==> src/rtl/hazard_ctrl.sv <==
// Pipeline hazard/stall controller: load-use stalls, taken-branch squashes,
// multi-cycle data-memory freezes, plus saturating stall/flush counters.
module hazard_ctrl #(
  parameter int REG_ADDR_W      = 5,
  parameter int MEM_WAIT_CYCLES = 2,
  parameter int COUNT_W         = 16
) (
  input  logic                  clk,
  input  logic                  rst,
  input  logic [REG_ADDR_W-1:0] id_rs,
  input  logic [REG_ADDR_W-1:0] id_rt,
  input  logic                  id_uses_rt,
  input  logic                  ex_mem_read,
  input  logic [REG_ADDR_W-1:0] ex_rd,
  input  logic                  branch_taken,
  input  logic                  mem_req,
  output logic                  pc_en,
  output logic                  ifid_en,
  output logic                  idex_en,
  output logic                  exmem_en,
  output logic                  memwb_en,
  output logic                  ifid_flush,
  output logic                  idex_flush,
  output logic [COUNT_W-1:0]    stall_cnt,
  output logic [COUNT_W-1:0]    flush_cnt
);
  localparam int   WCNT_W = (MEM_WAIT_CYCLES > 0) ? $clog2(MEM_WAIT_CYCLES + 1) : 1;
  localparam logic FRZ_EN = (MEM_WAIT_CYCLES > 0);

  typedef enum logic {RUN, MEM_WAIT} state_t;

  state_t            state;
  logic [WCNT_W-1:0] wcnt;
  logic              freeze_entry, frozen, load_use, branch, stall;

  always_comb begin
    freeze_entry = (state == RUN) && mem_req && FRZ_EN;
    frozen       = freeze_entry || ((state == MEM_WAIT) && (wcnt != '0));
    load_use     = ex_mem_read && (ex_rd != '0) &&
                   ((ex_rd == id_rs) || (id_uses_rt && (ex_rd == id_rt)));
    // Branch and load-use only act in RUN; the release cycle just lets the
    // stalled instruction advance.
    branch       = (state == RUN) && !freeze_entry && branch_taken;
    stall        = (state == RUN) && !freeze_entry && !branch_taken && load_use;

    pc_en      = 1'b1;
    ifid_en    = 1'b1;
    idex_en    = 1'b1;
    exmem_en   = 1'b1;
    memwb_en   = 1'b1;
    ifid_flush = 1'b0;
    idex_flush = 1'b0;
    if (!rst) begin
      if (frozen) begin
        pc_en    = 1'b0;
        ifid_en  = 1'b0;
        idex_en  = 1'b0;
        exmem_en = 1'b0;
        memwb_en = 1'b0;
      end else if (branch) begin
        ifid_flush = 1'b1;
        idex_flush = 1'b1;
      end else if (stall) begin
        pc_en      = 1'b0;
        ifid_en    = 1'b0;
        idex_flush = 1'b1;
      end
    end
  end

  always_ff @(posedge clk or posedge rst) begin
    if (rst) begin
      state     <= RUN;
      wcnt      <= '0;
      stall_cnt <= '0;
      flush_cnt <= '0;
    end else begin
      case (state)
        RUN: if (freeze_entry) begin
          state <= MEM_WAIT;
          wcnt  <= WCNT_W'(MEM_WAIT_CYCLES - 1);
        end
        MEM_WAIT: if (wcnt == '0) state <= RUN;
                  else            wcnt  <= wcnt - 1'b1;
        default: state <= RUN;
      endcase
      if (!pc_en && (stall_cnt != '1))     stall_cnt <= stall_cnt + 1'b1;
      if (ifid_flush && (flush_cnt != '1)) flush_cnt <= flush_cnt + 1'b1;
    end
  end
endmodule

==> config.mk <==
export PLATFORM = sky130hd
export DESIGN_NAME = hazard_ctrl
export DESIGN_NICKNAME = d
export VERILOG_FILES = /design/src/rtl/hazard_ctrl.sv
export SDC_FILE = /design/constraint.sdc
export NUM_CORES = 1
export LEC_CHECK = 0
export BUFFER_PORTS_ARGS = -buffer_cell sky130_fd_sc_hd__buf_2
export CAP_MARGIN = 10
export CORE_MARGIN = 2
export CORE_UTILIZATION = 45
export DETAILED_ROUTE_END_ITERATION = 10
export PLACE_DENSITY_LB_ADDON = 0.1
export SLEW_MARGIN = 25
export SYNTH_ARGS = -nofsm -noshare
export SYNTH_HDL_FRONTEND = slang
export SYNTH_SLANG_ARGS = --single-unit
==> constraint.sdc <==
create_clock -name clk -period 1.8 [get_ports clk]
set_input_delay 0.09 -clock clk [delete_from_list [all_inputs] [get_ports clk]]
set_output_delay 0.09 -clock clk [all_outputs]
set_load 0.01 [all_outputs]
==> run metrics <==
outcome=complete, no violations; Worst Min Path Start=mem_req; Worst-Skew Late Latency=280 ps; post-layout minimum cycle time=1720 ps; Die Outline Area=0.00470 sq mm; Total Power=2.59 mW; synthesized netlist cell count=178; Fin Clk Skew=3.56 ps; filler instances=341; net count reported at finish=292; antenna diode count=0; largest net degree at the start of global routing=36; I/O pin total=60; routability-driven placement congestion ratio=0.732; CTS sink cnt=35; required time at the worst-slack endpoint=1960 ps; met3 layer usage reported by global route=0.0633; Critical Path End Type=flip-flop; worst slew slack as a fraction of its limit=0.703; global routing met1 resource utilization=0.244; HP Class=in2reg; mapped cell area=0.00188 sq mm; GRT Total Usage=0.183; number of iterations in the first detailed-routing pass=4; Hold Vio Cnt, Final=0; CTS root buf=sky130_fd_sc_hd__clkbuf_8; largest fanout on the critical path=4; post-synthesis register bit count=35; main area contributors after synthesis=sky130_fd_sc_hd__dfrtp_1, sky130_fd_sc_hd__xor2_1, sky130_fd_sc_hd__xnor2_1; clock tree from TritonCTS=built; flip-flop cell with the highest count after synthesis=sky130_fd_sc_hd__dfrtp_1; Final setup viols=0; number of rows in the core area=23; top post-synthesis cells by count=sky130_fd_sc_hd__dfrtp_1, sky130_fd_sc_hd__xor2_1, sky130_fd_sc_hd__nand2_1, sky130_fd_sc_hd__nand3_1, sky130_fd_sc_hd__xnor2_1; grt total ovfl=0; post-route core utilization=0.652; Worst Tran Pin Value=446 ps; reg-to-reg critical path startpoint=stall_cnt[5]; layer with the highest usage after global routing=met2; power per cell area=993 mW/mm^2; share of synthesized registers carrying an async set or reset=1.00; initial core utilization=0.469; total count of max-transition violations in the final report=0; height of the chip=68.6 um; global-route wire length before repair=6260 um; launch point of the worst path=stall_cnt[5]; most frequent cell after synthesis=sky130_fd_sc_hd__dfrtp_1; CTS Buf Count=5; sequential share of the synthesized area=0.467; DRT antenna net count=0; Worst-path clk slew=70 ps; Area growth, synth to finish=38.9%; syn nets=202; number of violations of the max-capacitance limit=0; critical setup path kind=reg2reg; proportion of layout cells with a drive suffix above 1=0.457; HPWL reported at the end of detailed placement=3040 um; area of the core=0.00400 sq mm; number of antenna violations at the first check in global routing=0; type of origin of the critical path=flip-flop; proportion of netlist area held by the largest area contributor=0.467; average via count per standard cell=5.04; CTS H-tree lvls=2; post-synthesis area per instance=10.5 sq um; Max Fclk=580 MHz; Max VDD drop=0.466 mV; detail-routed net length per standard cell=12.9 um; number of remaining DRC errors=0; die outline width=68.6 um; Post-Route WL=4100 um; Leakage Power=1.34 nW; cell taking the most area after synthesis=sky130_fd_sc_hd__dfrtp_1; met2 track demand over resource in global routing=0.278; via count of the first global-routing pass=1444; EDFF count, synth=0; number of distinct library cell variants in the gate-level netlist after synthesis=36; number of port buffers=59; data arrival time of the critical path=1890 ps; post-route fraction of the period consumed by the critical path=0.958; number of warning messages in the yosys log=0; Fin Setup TNS=0 ps; largest buffer count on any clock path=2; Via Count=1597; Detailed Route Iter0 Violations=29
==> worst max-delay path: stages, from the launching register on <==
cell,delay (ps)
sky130_fd_sc_hd__dfrtp_1,380
sky130_fd_sc_hd__and4_1,220
sky130_fd_sc_hd__and3_4,200
sky130_fd_sc_hd__and3_4,190
sky130_fd_sc_hd__and2_1,170
sky130_fd_sc_hd__nor2_2,130
sky130_fd_sc_hd__mux2_1,320
==> metal layers <==
layer	up-vias	part of all wire
li1	794	-
met1	758	0.47
met2	43	0.47
met3	2	0.056
met4	0	0.0061
met5	-	0
==> power breakdown <==
part / internal, mW / switching [mW] / total, mW / leakage (nW)
clock network: 0.258 / 0.256 / 0.513 / 0.0371
logic: 0.512 / 0.492 / 1.00 / 0.836
registers: 0.926 / 0.144 / 1.07 / 0.466
total: 1.70 / 0.891 / 2.59 / 1.34
==> path summary, 6_finish.rpt <==
| check | to | slack (ps) | cells after the start |
|---|---|---|---|
| worst max register to register | stall_cnt[1] | 80 | 6 |
| worst min-delay path | state | 230 | 4 |
| worst min register to register | stall_cnt[15] | 490 | 1 |
| worst max-delay path | stall_cnt[1] | 80 | 6 |
| min in group asynchronous | flush_cnt[6] | 590 | 4 |
| max in group asynchronous | flush_cnt[14] | 890 | 4 |
==> logic make-up after synthesis <==
logic type      synth area share
buf+inv                   0.0360
mux                       0.0180
fa+ha+maj                 0.0200
xor+xnor                   0.168
compound gates            0.0540
flops                      0.467
simple gates               0.237
==> what timing repair did <==
action                                  in CTS  in global routing
buffers inserted                             1                  2
gates resized for setup                      2                 20
endpoints found under the hold margin       35                  0
endpoints found under the setup margin       6                 20
hold buffers                                 1                  0
pin swaps                                    0                 10
==> sequential cells by signal, indices dropped and copies added (netlist names) <==
signal	cells
flush_cnt	16
stall_cnt	16
wcnt	2
state	1
==> stage by stage <==
| stage | area (sq um) | instances | setup slack [ps] | hold slack, ps |
|---|---|---|---|---|
| after floorplan | 1880 | 178 | 10.7 | 41.4 |
| after global placement | 2400 | 308 | 37.5 | 269 |
| after detailed placement | 2400 | 308 | -2.64 | 267 |
| after CTS | 2500 | 316 | 0.181 | 218 |
| after global routing | 2610 | 317 | -7.93 | 238 |
| final | 2610 | 317 | 75.8 | 227 |
==> area by class of cell <==
cell class,count,area (sq um),share of cell area
Multi-Input combinational cell,130,1020,0.393
Sequential cell,35,876,0.336
Timing Repair Buffer,87,531,0.204
Clock buffer,6,72.6,0.0278
Tap cell,50,62.6,0.0240
Inverter,9,40.0,0.0154
==> cells in the final DEF (no fill, tap or decap), types with 3 or more instances in the layout <==
cell and n:
sky130_fd_sc_hd__nor2_1 9, sky130_fd_sc_hd__inv_1 7, sky130_fd_sc_hd__nor2_2 3, sky130_fd_sc_hd__and3_1 3
sky130_fd_sc_hd__nor3_2 5, sky130_fd_sc_hd__nand2_1 14, sky130_fd_sc_hd__buf_2 58, sky130_fd_sc_hd__nor3_4 3
sky130_fd_sc_hd__xnor2_1 12, sky130_fd_sc_hd__nor3b_2 3, sky130_fd_sc_hd__buf_4 25, sky130_fd_sc_hd__clkbuf_8 5
sky130_fd_sc_hd__nand3_1 12, sky130_fd_sc_hd__xor2_1 24, sky130_fd_sc_hd__nand4_1 7, sky130_fd_sc_hd__dfrtp_1 35
Power figures use the tool's default switching activity.
